===== src/rtl/purisc_pkg.sv =====
// Shared definitions for the PURISC compute group: bus widths and the
// SUBLEQ core's instruction-phase encoding.
package purisc_pkg;

  localparam int ADDR_W = 17;
  localparam int DATA_W = 32;

  typedef enum logic [1:0] {
    FETCH_AB = 2'd0,
    FETCH_C  = 2'd1,
    READ     = 2'd2,
    WRITE    = 2'd3
  } cpu_state_t;

endpackage


===== src/rtl/subleq_cpu.sv =====
// SUBLEQ core: M[B] <= M[B] - M[A]; branch to C when the result is <= 0.
// Each instruction takes four granted cycles on a shared dual-port RAM.
module subleq_cpu
  import purisc_pkg::*;
(
  input  logic              clock,
  input  logic              reset,
  input  logic              cpu_local_id,
  output logic [ADDR_W-1:0] c_ram_addr_a,
  output logic [ADDR_W-1:0] c_ram_addr_b,
  input  logic [DATA_W-1:0] ram_c_data_a,
  input  logic [DATA_W-1:0] ram_c_data_b,
  input  logic              ram_c_en,
  output logic              c_ram_we_b,
  output logic [DATA_W-1:0] c_ram_data_b
);

  localparam logic [1:0] ST_FETCH_AB = FETCH_AB;
  localparam logic [1:0] ST_FETCH_C  = FETCH_C;
  localparam logic [1:0] ST_READ     = READ;
  localparam logic [1:0] ST_WRITE    = WRITE;

  logic [1:0]        state;
  logic [ADDR_W-1:0] pc;
  logic [ADDR_W-1:0] ra;
  logic [ADDR_W-1:0] rb;
  logic [ADDR_W-1:0] rc;
  logic [DATA_W-1:0] diff;

  logic [ADDR_W-1:0] pc_inc1;
  logic [ADDR_W-1:0] pc_inc2;
  logic [ADDR_W-1:0] pc_inc3;
  logic              take_branch;

  // Address arithmetic wraps naturally at 17 bits.
  assign pc_inc1     = pc + 17'd1;
  assign pc_inc2     = pc + 17'd2;
  assign pc_inc3     = pc + 17'd3;
  assign take_branch = diff[31] | (diff == 32'd0);

  // Instruction sequencer: advances only on cycles the arbiter grants us.
  always_ff @(posedge clock) begin
    if (reset) begin
      state <= ST_FETCH_AB;
      pc    <= {cpu_local_id, 16'h0000};
      ra    <= 17'd0;
      rb    <= 17'd0;
      rc    <= 17'd0;
      diff  <= 32'd0;
    end else if (ram_c_en) begin
      case (state)
        ST_FETCH_AB: begin
          ra    <= ram_c_data_a[ADDR_W-1:0];
          rb    <= ram_c_data_b[ADDR_W-1:0];
          state <= ST_FETCH_C;
        end
        ST_FETCH_C: begin
          rc    <= ram_c_data_a[ADDR_W-1:0];
          state <= ST_READ;
        end
        ST_READ: begin
          diff  <= ram_c_data_b - ram_c_data_a;
          state <= ST_WRITE;
        end
        ST_WRITE: begin
          pc    <= take_branch ? rc : pc_inc3;
          state <= ST_FETCH_AB;
        end
        default: begin
          state <= ST_FETCH_AB;
        end
      endcase
    end
  end

  // RAM-side outputs depend only on registers, so they hold steady while stalled.
  always_comb begin
    c_ram_addr_a = pc;
    c_ram_addr_b = pc_inc1;
    c_ram_we_b   = 1'b0;
    case (state)
      ST_FETCH_AB: begin
        c_ram_addr_a = pc;
        c_ram_addr_b = pc_inc1;
      end
      ST_FETCH_C: begin
        c_ram_addr_a = pc_inc2;
        c_ram_addr_b = pc_inc1;
      end
      ST_READ: begin
        c_ram_addr_a = ra;
        c_ram_addr_b = rb;
      end
      ST_WRITE: begin
        c_ram_addr_a = ra;
        c_ram_addr_b = rb;
        c_ram_we_b   = 1'b1;
      end
      default: begin
        c_ram_addr_a = pc;
        c_ram_addr_b = pc_inc1;
      end
    endcase
  end

  assign c_ram_data_b = diff;

endmodule


===== config.mk =====
export PLATFORM = sky130hd
export DESIGN_NAME = subleq_cpu
export DESIGN_NICKNAME = d
export VERILOG_FILES = /design/src/rtl/purisc_pkg.sv /design/src/rtl/subleq_cpu.sv
export SDC_FILE = /design/constraint.sdc
export NUM_CORES = 1
export LEC_CHECK = 0
export ABC_CLOCK_PERIOD_IN_PS = 4200
export BUFFER_PORTS_ARGS = -buffer_cell sky130_fd_sc_hd__buf_2
export CAP_MARGIN = 20
export CORE_MARGIN = 2
export CORE_UTILIZATION = 39
export CTS_CLUSTER_SIZE = 16
export DETAILED_ROUTE_END_ITERATION = 8
export GPL_TIMING_DRIVEN = 0
export PLACE_DENSITY = 0.64
export SLEW_MARGIN = 20
export SYNTH_ARGS = -nofsm -noshare
export SYNTH_HDL_FRONTEND = slang
export SYNTH_SLANG_ARGS = --single-unit

===== constraint.sdc =====
create_clock -name clock -period 4.2 [get_ports clock]
set_input_delay 0.42 -clock clock [delete_from_list [all_inputs] [get_ports clock]]
set_output_delay 0.42 -clock clock [all_outputs]
set_load 0.02 [all_outputs]

==> flow_metrics.tcl, run 1 <==
set metrics [dict create \
    grt_max_degree 16 \
    instances_no_fill 1348 \
    period_share_pct 80.9 \
    path_max_fanout 7 \
    htree_levels 3 \
    routed-wl-met2_um 11700 \
    rsz0062_at_grt "false" \
    p_per_area_mw_per_mm2 325 \
    cp_data_required_time_ns 3.78 \
    skew_ns 0.0102 \
    hold_buffers 0 \
    critical_path_arrival_ns 2.98 \
    cts-buffers-inserted 9 \
    clock_latency_ns 0.36 \
    totalWireLength_um 24400 \
    synthToLayoutAreaGrowth_pct 18.2 \
    antenna_left 0 \
    diodes 0 \
    cts_root_buf "clkbuf_16" \
    finalWeightedCongestion 0.951 \
    fp.dieW_um 137 \
    yosys_warnings 0 \
    ys.flop_type "dfxtp_1" \
    grt_pass1_vias 6914 \
    viasPerCell 5.50 \
    clockBufferDepth 2 \
    wl_per_cell_um 18.1 \
    cts-resized-gates 0 \
    io_pins 135 \
    grt_pass1_wl_um 37500 \
    grt_use_total_pct 26.2 \
    synth-seq-cells 102 \
    fin_crit_ns 3.40 \
    vias 7415 \
    clk_pin_slew_worst_paths_ns 0.07 \
    intPower_mw 1.75 \
    async_reset_ff_share_pct 0 \
    worstReg2RegEnd "pc[5]$_SDFFE_PP0P_" \
    path_class "register to primary output" \
    crit_path_end_kind "primary output" \
    met1_length_um 10600 \
    syn_inst 973 \
    timing.setup.tns_ns 0 \
    rr_worst_depth 8 \
    min_from "ram_c_data_b[3]" \
    synth_cell_types 72 \
    dp_hpwl_um 19600 \
    die_area_mm2 0.0188 \
    worstMarginPinSlew_ns 0.718 \
    setup_viol_count_final 0 \
    postCtsSetupRepairBufs 0 \
    fill_cells 1838 \
    p_sw_mw 0.898 \
    hp-class "input pin to register" \
    fin_nets 1227 \
    io_buffers 134 \
    min_path_cells 3 \
    critical_path.startpoint_type "register" \
    syn_area_mm2 0.00691 \
    reg2reg_from "c_ram_data_b[3]$_SDFFE_PP0P_" \
    combPwrFrac_pct 27.8 \
    r2r_slack_ns 1.49 \
    drt_pass1_iterations 6 \
    drv_cap 0 \
    core_mm2 0.0173 \
    final_util_pct 47.2 \
    die_y_um 137 \
    cts_tree "done" \
    rows 48 \
    fin_hold_ws_ns 0.323 \
    p_leak_nw 3.35 \
    syn_nets 1082 \
    pwr-share-seq_pct 39.5 \
    holdPathEnd "rb[3]$_SDFFE_PP0P_" \
    dpl.cell_count 1332 \
    gr-total-overflow 0 \
    drtIter0Drc 592 \
    max_slew_margin_pct 51.7 \
    peakVddDrop_mv 0.183 \
    switching_share_pct 33.9 \
    synth-edff-count 1 \
    outcome "finished, final reports clean" \
    pwr-share-clk_pct 32.7 \
    highest_layer "met4" \
    maxClockFrequency_ghz 0.294 \
    ys_seq_area_share_pct 29.7 \
    wl_met3_um 1360 \
    layout-drive-gt1-share_pct 16.5 \
    avgSynthCellArea_um2 7.10 \
    initial_utilization_pct 39.9 \
    clkSinkCount 102 \
    drc 0 \
    finalHoldViolations 0 \
    drv_slew 0 \
    antenna_found_initial 0 \
]
state kept, by name, summed over array words and instances (netlist names):
| register | flops |
|---|---|
| ra | 17 |
| rc | 17 |
| state | 2 |
| c_ram_data_b | 32 |
| pc | 17 |
| rb | 17 |
Yosys cell counts, types with 3 or more instances:
| cell type | instances | area share (%) |
|---|---|---|
| nand2_1 | 190 | 10 |
| a21oi_1 | 130 | 9.4 |
| dfxtp_1 | 101 | 29 |
| o21ai_0 | 75 | 5.4 |
| inv_1 | 62 | 3.4 |
| nor2_1 | 53 | 2.9 |
| clkbuf_1 | 43 | 2.3 |
| ha_1 | 40 | 7.2 |
| nor3_1 | 22 | 1.6 |
| xnor2_1 | 22 | 2.8 |
| nand3_1 | 19 | 1.4 |
| nor4_1 | 15 | 1.4 |
| o22ai_1 | 15 | 1.4 |
| nand4_1 | 13 | 1.2 |
| xor2_1 | 13 | 1.6 |
| a21o_1 | 10 | 1.1 |
| o21a_1 | 9 | 0.98 |
| o21ai_1 | 9 | 0.65 |
| a211oi_1 | 8 | 0.87 |
| a31oi_1 | 6 | 0.54 |
| a32oi_1 | 6 | 0.76 |
| and2_1 | 6 | 0.54 |
| buf_2 | 6 | 0.43 |
| nand2b_1 | 6 | 0.54 |
| a32o_1 | 5 | 0.72 |
| nand3b_1 | 5 | 0.54 |
| nor2b_1 | 5 | 0.45 |
| or3_1 | 5 | 0.45 |
| a21oi_2 | 4 | 0.51 |
| a221oi_1 | 4 | 0.51 |
| and3_1 | 3 | 0.27 |
| and3_2 | 3 | 0.33 |
| buf_6 | 3 | 0.49 |
| o221ai_1 | 3 | 0.38 |
| o31a_1 | 3 | 0.38 |
| o31ai_1 | 3 | 0.33 |
worst max path at each step:
| stage | from | end | slack, ns | cells past startpoint |
|---|---|---|---|---|
| 6_report | pc[2]$_SDFFE_PP0P_ | c_ram_addr_b[15] | 0.80 | 9 |
| 5_1_grt | pc[2]$_SDFFE_PP0P_ | c_ram_addr_b[15] | 0.61 | 9 |
| 4_1_cts | pc[2]$_SDFFE_PP0P_ | c_ram_addr_b[15] | 0.85 | 9 |
| 3_5_place_dp | pc[2]$_SDFFE_PP0P_ | c_ram_addr_b[15] | 1.26 | 9 |
| 3_3_place_gp | pc[2]$_SDFFE_PP0P_ | c_ram_addr_b[15] | 1.18 | 9 |
| 2_1_floorplan | pc[2]$_SDFFE_PP0P_ | c_ram_addr_b[11] | 1.72 | 8 |
critical path: stages, from the launching register on:
cell	delay (ns)
dfxtp_1	0.46
ha_1	0.31
inv_1	0.08
nor2_1	0.24
nand3_1	0.29
nor3_1	0.46
nand2_1	0.12
xnor2_1	0.15
o21ai_0	0.27
buf_2	0.23
per-layer routing:
metal  vias to the layer above  global-route usage [%]
met5                         -                       0
met4                         0                    10.5
met3                        45                    3.48
met2                       259                    44.3
met1                      3407                    33.6
li1                       3704                       -
power groups by stage:
stage	registers (mW)	logic, mW	clock network (mW)
2_1_floorplan	1.07	0.480	0
3_3_place_gp	1.07	0.723	0
3_5_place_dp	1.07	0.724	0
4_1_cts	1.05	0.728	0.875
5_1_grt	1.05	0.806	0.907
6_report	1.05	0.737	0.869
through the flow:
step                area, um^2  power, mW  setup slack [ns]
finish                    8160       2.65             0.803
global route              8160       2.76             0.607
CTS                       8160       2.65             0.848
detailed placement        7860       1.79              1.26
global placement          7860       1.79              1.18
floorplan                 6910       1.55              1.72
layout make-up:
type / instances / area, um^2 / share of cell area, %
buffer: 56 / 254 / 3.11
multi-input combinational: 753 / 4370 / 53.5
clock inverter: 3 / 42.5 / 0.521
clock buffer: 13 / 260 / 3.19
sequential: 102 / 2050 / 25.1
tap: 225 / 282 / 3.45
inverter: 62 / 233 / 2.85
timing repair buffer: 134 / 671 / 8.21
cell families (layout without fill, tap and decap cells):
| logic type | after synthesis | in the layout | share of synthesized area (%) |
|---|---|---|---|
| AND/OR/NAND/NOR | 363 | 363 | 24.1 |
| adder cells (fa/ha/maj) | 41 | 41 | 7.53 |
| buffers and inverters | 118 | 268 | 7.04 |
| AO/OA/AOI/OAI | 311 | 311 | 26.7 |
| XOR/XNOR | 35 | 35 | 4.44 |
| flip-flops | 102 | 102 | 29.7 |
| multiplexers | 3 | 3 | 0.453 |
layout by cell type, fill, tap and decap left out, types with 5 or more instances in the layout:
master       n
dfxtp_1    101
nor4_1      15
a32oi_1      6
nand3_1     19
inv_1       62
or3_1        5
nor2b_1      5
a21o_1      10
o21ai_0     75
nand4_1     13
buf_2      140
nand2_1    190
clkbuf_16    9
and2_1       6
a21oi_1    130
nor3_1      22
o21a_1       9
a211oi_1     8
clkbuf_1    45
a31oi_1      6
xor2_1      13
xnor2_1     22
o22ai_1     15
ha_1        40
a32o_1       5
nand2b_1     6
nand3b_1     5
o21ai_1      9
nor2_1      53
Note: power is estimated with default switching activity, not from simulation.
==> run 2: changes to the inputs <==
--- a/config.mk
+++ b/config.mk
@@ -5,7 +5,8 @@
 export SDC_FILE = /design/constraint.sdc
 export NUM_CORES = 1
 export LEC_CHECK = 0
-export ABC_CLOCK_PERIOD_IN_PS = 4200
+export ABC_AREA = 1
+export ABC_CLOCK_PERIOD_IN_PS = 3300
 export BUFFER_PORTS_ARGS = -buffer_cell sky130_fd_sc_hd__buf_2
 export CAP_MARGIN = 20
 export CORE_MARGIN = 2
@@ -13,7 +14,7 @@
 export CTS_CLUSTER_SIZE = 16
 export DETAILED_ROUTE_END_ITERATION = 8
 export GPL_TIMING_DRIVEN = 0
-export PLACE_DENSITY = 0.64
+export PLACE_DENSITY = 0.63
 export SLEW_MARGIN = 20
 export SYNTH_ARGS = -nofsm -noshare
 export SYNTH_HDL_FRONTEND = slang
==> constraint.sdc (replaced) <==
create_clock -name clock -period 3.3 [get_ports clock]
set_input_delay 0.33 -clock clock [delete_from_list [all_inputs] [get_ports clock]]
set_output_delay 0.33 -clock clock [all_outputs]
set_load 0.02 [all_outputs]
==> flow_metrics.tcl, run 2 <==
set metrics [dict create \
    outcome "finished, final reports clean" \
    yosys.area.top_type "dfxtp_1" \
    drv_cap 0 \
    rows 51 \
    skew_ns 0.00935 \
    worstMarginPinSlew_ns 0.903 \
    synthTopCellsByCount "353 x nand2_1, 230 x inv_1, 157 x nor2_1, 101 x dfxtp_1, 97 x o21ai_0" \
    synth_cell_types 41 \
    die_y_um 145 \
    critPathSlowestCell "dfxtp_1" \
    timing.setup.tns_ns 0 \
    path_cells "inv_1, ha_1, nor2_4, clkinvlp_4, clkbuf_1, o21ai_0, buf_2" \
    drc 0 \
    clockBufferDepth 2 \
    fin_crit_ns 2.97 \
    design_area_mm2 0.00902 \
    cts_root_buf "clkbuf_16" \
    rsz0062_at_grt "false" \
    hold_buffers 0 \
    viasPerCell 4.92 \
    layout-drive-gt1-share_pct 12.3 \
    maxClockFrequency_ghz 0.336 \
    finalHoldViolations 0 \
    path_max_fanout 10 \
    reg2reg_from "state[0]$_SDFFE_PP0P_" \
    grt_max_degree 20 \
    totalWireLength_um 26600 \
    setup_viol_count_final 0 \
    drt_pass1_iterations 5 \
    gr-total-overflow 0 \
    max_slew_margin_pct 39.6 \
    dpl.cell_count 1703 \
    fill_cells 2185 \
    worstReg2RegEnd "c_ram_data_b[22]$_SDFFE_PP0P_" \
    fp.dieW_um 145 \
    met1_length_um 11800 \
    grt_pass1_vias 7584 \
    vias 8457 \
    core_mm2 0.0195 \
    cp_top_family "buffers and inverters" \
    htree_levels 3 \
    clock_latency_ns 0.36 \
    syn_nets 1414 \
    drv_slew 0 \
    ys.flop_type "dfxtp_1" \
    io_pins 135 \
    cp_data_required_time_ns 2.97 \
    wl_met3_um 1310 \
    r2r_slack_ns 1.03 \
    cp.depth 7 \
    dp_hpwl_um 22100 \
    routed-wl-met2_um 12800 \
    antenna_found_initial 0 \
    grt_use_total_pct 25.6 \
    path_buf_inv 4 \
    p_per_area_mw_per_mm2 393 \
    grt_pass1_wl_um 40700 \
    cts_tree "done" \
    ys_seq_area_share_pct 26.6 \
    critical_path_arrival_ns 2.64 \
    yosys_warnings 0 \
    slowest_delay_ns 0.39 \
    synth_area_leaders "dfxtp_1 26%, nand2_1 17%, inv_1 11%, nor2_1 7.6%, ha_1 6.5%" \
    antenna_left 0 \
    synthToLayoutAreaGrowth_pct 16.8 \
    async_reset_ff_share_pct 0 \
    min_path_cells 3 \
    crit_path_end_kind "primary output" \
    instances_no_fill 1719 \
    hp-class "input pin to register" \
    largest_register_ffs 32 \
    layout_common_cells "353 x nand2_1, 230 x inv_1, 157 x nor2_1" \
    crit_end "c_ram_addr_b[16]" \
    p_leak_nw 4.97 \
    die_area_mm2 0.0210 \
    yosysMostFrequentCell "nand2_1" \
    avgSynthCellArea_um2 5.92 \
    synth-seq-cells 102 \
    syn_inst 1305 \
    synth-edff-count 1 \
    rr_worst_depth 9 \
    highest_layer "met4" \
    syn_area_mm2 0.00773 \
    clkSinkCount 102 \
    diodes 0 \
    yosysTopAreaCellShare_pct 26.2 \
    io_buffers 133 \
    postCtsSetupRepairBufs 0 \
    layout_commonest_cell "nand2_1" \
    wl_per_cell_um 15.5 \
    initial_utilization_pct 39.7 \
    cts-buffers-inserted 9 \
    path_class "register to primary output" \
    fin_nets 1558 \
    critical_path.startpoint_type "register" \
    crit_start "state[0]$_SDFFE_PP0P_" \
    placed_area_mm2 0.00872 \
    clk_pin_slew_worst_paths_ns 0.08 \
    drtIter0Drc 537 \
    peakVddDrop_mv 0.246 \
    period_share_pct 90.1 \
    finalWeightedCongestion 0.956 \
]
==> run 2: changes by cell type after synthesis, moves of 15 or more <==
cell / change
inv_1: +168
nand2_1: +163
nor2_1: +104
nand3_1: +66
a21oi_1: -37
o21ai_0: +22
xor2_1: +22
clkbuf_1: -16
nor3_1: -16
xnor2_1: -15
==> run 2: stage by stage <==
step	utilization, %	worst slack [ns]	total power [mW]	hold WS [ns]
floorplan	-	1.15	2.11	0.430
global placement	44.8	0.486	2.47	0.442
detailed placement	44.8	0.501	2.48	0.446
CTS	46.3	0.101	3.54	0.224
global route	46.4	0.237	3.75	0.262
finish	46.4	0.326	3.55	0.234
==> run 2: cell type report <==
| type | instances | area (um^2) | area share, % |
|---|---|---|---|
| multi-input combinational | 924 | 4580 | 50.7 |
| sequential | 102 | 2050 | 22.7 |
| inverter | 235 | 886 | 9.82 |
| timing repair buffer | 133 | 666 | 7.38 |
| tap | 265 | 332 | 3.67 |
| clock buffer | 9 | 225 | 2.50 |
| buffer | 44 | 219 | 2.43 |
| clock inverter | 7 | 65.1 | 0.721 |
==> run 2: report_power, final <==
| part | total [mW] | internal (mW) | switching [mW] |
|---|---|---|---|
| combinational | 1.10 | 0.352 | 0.748 |
| sequential | 1.37 | 1.31 | 0.0551 |
| clock | 1.08 | 0.530 | 0.547 |
| total | 3.55 | 2.20 | 1.35 |
==> run 2: how the worst min path moves through the flow <==
stage                                    from             endpoint  slack [ns]
final                         ram_c_data_b[0]   rb[0]$_SDFFE_PP0P_        0.23
after global routing          ram_c_data_b[0]   rb[0]$_SDFFE_PP0P_        0.26
after CTS                     ram_c_data_b[0]   rb[0]$_SDFFE_PP0P_        0.22
after detailed placement  rc[10]$_SDFFE_PP0P_  rc[10]$_SDFFE_PP0P_        0.45
after global placement    rc[14]$_SDFFE_PP0P_  rc[14]$_SDFFE_PP0P_        0.44
after floorplan            rc[0]$_SDFFE_PP0P_   rc[0]$_SDFFE_PP0P_        0.43
==> run 2: layer usage <==
layer,global-route usage [%],vias up
met1,33.2,3806
met5,0,-
met3,2.50,41
met2,44.5,257
met4,8.43,0
li1,-,4353
==> run 2: worst min-delay path, delay by kind of cell <==
family / cells / cell delay (ns)
AOI/OAI and AO/OA: 1 / 0.11
buffers and inverters: 2 / 0.12
==> run 2: logic make-up (layout without fill, tap and decap cells) <==
logic type               Yosys count  in the layout  share of synthesized area [%]
flip-flops                       102            102                           26.6
AO/OA/AOI/OAI                    214            214                           14.6
XOR/XNOR                          42             42                           4.76
AND/OR/NAND/NOR                  627            627                           33.1
adder cells (fa/ha/maj)           41             41                           6.74
buffers and inverters            279            428                           14.3
==> run 2: timing repair <==
action / in CTS / in global routing
endpoints found under the hold margin: 0 / 0
setup endpoints to repair: 0 / 4
gates resized for setup: 0 / 2
==> run 3: changes to the inputs <==
--- a/config.mk
+++ b/config.mk
@@ -6,7 +6,7 @@
 export NUM_CORES = 1
 export LEC_CHECK = 0
 export ABC_AREA = 1
-export ABC_CLOCK_PERIOD_IN_PS = 3300
+export ABC_CLOCK_PERIOD_IN_PS = 2700
 export BUFFER_PORTS_ARGS = -buffer_cell sky130_fd_sc_hd__buf_2
 export CAP_MARGIN = 20
 export CORE_MARGIN = 2
@@ -14,7 +14,7 @@
 export CTS_CLUSTER_SIZE = 16
 export DETAILED_ROUTE_END_ITERATION = 8
 export GPL_TIMING_DRIVEN = 0
-export PLACE_DENSITY = 0.63
+export PLACE_DENSITY_LB_ADDON = 0.05
 export SLEW_MARGIN = 20
 export SYNTH_ARGS = -nofsm -noshare
 export SYNTH_HDL_FRONTEND = slang
==> constraint.sdc (replaced) <==
create_clock -name clock -period 2.7 [get_ports clock]
set_input_delay 0.27 -clock clock [delete_from_list [all_inputs] [get_ports clock]]
set_output_delay 0.27 -clock clock [all_outputs]
set_load 0.02 [all_outputs]
==> flow_metrics.tcl, run 3 (same netlist as run 2, synthesis figures left out) <==
set metrics [dict create \
    setup_ws_ns 0.166 \
    finalWeightedCongestion 0.942 \
    core_mm2 0.0195 \
    cts_tree "done" \
    io_pins 135 \
    antenna_left 0 \
    path_cells "ha_1, nand3_1, nor2_1, nand2_1, xor2_1, o21ai_1, buf_2" \
    pwr-share-seq_pct 36.6 \
    layout_common_cells "352 x nand2_1, 230 x inv_1, 157 x nor2_1" \
    max_slew_margin_pct 44.7 \
    slowest_delay_ns 0.55 \
    grt_pass1_wl_um 41700 \
    fp.dieW_um 145 \
    clkSinkCount 102 \
    drv_slew 0 \
    peakVddDrop_mv 0.317 \
    rows 51 \
    dp_slack_ns -0.0251 \
    drv_cap 0 \
    cts_root_buf "clkbuf_16" \
    setup_viol_count_final 0 \
    period_share_pct 93.8 \
    dp_hpwl_um 23100 \
    drtIter0Drc 467 \
    die_y_um 145 \
    layout_commonest_cell "nand2_1" \
    grt_use_total_pct 26.4 \
    finalHoldViolations 0 \
    path_max_fanout 8 \
    wl_per_cell_um 16.1 \
    hp-class "input pin to register" \
    p_leak_nw 5.04 \
    diodes 0 \
    gr-total-overflow 0 \
    grt_pass1_vias 7531 \
    skew_ns 0.0142 \
    initial_utilization_pct 39.7 \
    switching_share_pct 34.6 \
    drc 0 \
    cp_data_required_time_ns 2.43 \
    critPathSlowestCell "dfxtp_1" \
    clock_latency_ns 0.35 \
    viasPerCell 4.86 \
    antenna_found_initial 0 \
    intPower_mw 3.00 \
    p_sw_mw 1.59 \
    largest_register_ffs 32 \
    htree_levels 3 \
    grt_max_degree 17 \
    total_power_mw 4.59 \
    layout-drive-gt1-share_pct 12.8 \
    p_per_area_mw_per_mm2 504 \
    die_area_mm2 0.0210 \
    crit_path_end_kind "primary output" \
    clk_pin_slew_worst_paths_ns 0.07 \
    critical_path_arrival_ns 2.26 \
    critical_path.startpoint_type "register" \
    worstMarginPinSlew_ns 0.826 \
    rsz0062_at_grt "false" \
    path_class "register to primary output" \
    io_buffers 133 \
    fin_nets 1558 \
    synthToLayoutAreaGrowth_pct 17.8 \
    pwr-share-clk_pct 33.8 \
    drt_pass1_iterations 5 \
    clockBufferDepth 2 \
    fin_crit_ns 2.53 \
    vias 8359 \
    totalWireLength_um 27700 \
    combPwrFrac_pct 29.6 \
    cts-buffers-inserted 9 \
    outcome "finished, final reports clean" \
    maxClockFrequency_ghz 0.395 \
]
[run 3: changes by cell type in the layout (fill, tap and decap cells not counted), moves of 2 or more]
cell        delta
clkbuf_1       -5
clkbuf_8       +2
inv_8          -2
bufinv_16      +3
clkinv_4       -3
clkinvlp_4     -2
clkbuf_2       +5
[run 3: layer usage]
layer  global-route usage (%)  vias up  part of all wire [%]
li1                         -     4354                     -
met1                     33.6     3753                    44
met2                     46.1      204                    49
met3                     3.75       48                   4.3
met4                     8.53        0                   2.8
met5                        0        -                     0
[run 3: cell type report]
class | instances | area, um^2
Buffer | 43 | 221
Clock buffer | 11 | 253
Clock inverter | 5 | 104
Fill cell | 2206 | 10400
Inverter | 235 | 885
Multi-Input combinational cell | 924 | 4580
Sequential cell | 102 | 2050
Tap cell | 265 | 332
Timing Repair Buffer | 134 | 673
[run 3: path summary, 6_finish.rpt]
| check | startpoint | endpoint | slack, ns | cells past startpoint |
|---|---|---|---|---|
| min | ram_c_data_b[0] | rb[0]$_SDFFE_PP0P_ | 0.19 | 3 |
| max reg2reg | state[0]$_SDFFE_PP0P_ | c_ram_data_b[24]$_SDFFE_PP0P_ | 0.44 | 8 |
| min reg2reg | rc[13]$_SDFFE_PP0P_ | rc[13]$_SDFFE_PP0P_ | 0.46 | 2 |
| max | pc[0]$_SDFFE_PP0P_ | c_ram_addr_b[14] | 0.17 | 7 |
[run 3: critical path, delay by kind of cell, from the launching register on]
kind,cells,cell delay (ns)
flip-flops,1,0.55
XOR/XNOR,1,0.17
adder cells (fa/ha/maj),1,0.26
AND/OR/NAND/NOR,3,0.54
AO/OA/AOI/OAI,1,0.20
buffers and inverters,1,0.20
[run 3: power by group through the flow]
| stage | Combinational [mW] | Clock, mW | Sequential (mW) |
|---|---|---|---|
| 2_1_floorplan | 0.862 | 0 | 1.72 |
| 3_3_place_gp | 1.34 | 0 | 1.71 |
| 3_5_place_dp | 1.35 | 0 | 1.71 |
| 4_1_cts | 1.36 | 1.57 | 1.67 |
| 5_1_grt | 1.53 | 1.63 | 1.69 |
| 6_report | 1.36 | 1.55 | 1.68 |
[run 3: per-stage QoR]
stage               hold slack (ns)  instance area [um^2]  TNS [ns]  cells  util, %
floorplan                     0.422                  7730         0   1305        -
global placement              0.443                  8720   -0.0106   1703     44.8
detailed placement            0.448                  8720   -0.0483   1703     44.8
CTS                           0.183                  9090         0   1719     46.7
global route                  0.208                  9100         0   1719     46.8
finish                        0.194                  9100         0   1719     46.8
[run 3: repair_timing]
item	in CTS	in global routing
setup buffers	0	1
setup endpoints to repair	30	26
cloned	0	0
gates resized for setup	5	6
hold buffers	0	0
pin swaps	0	1
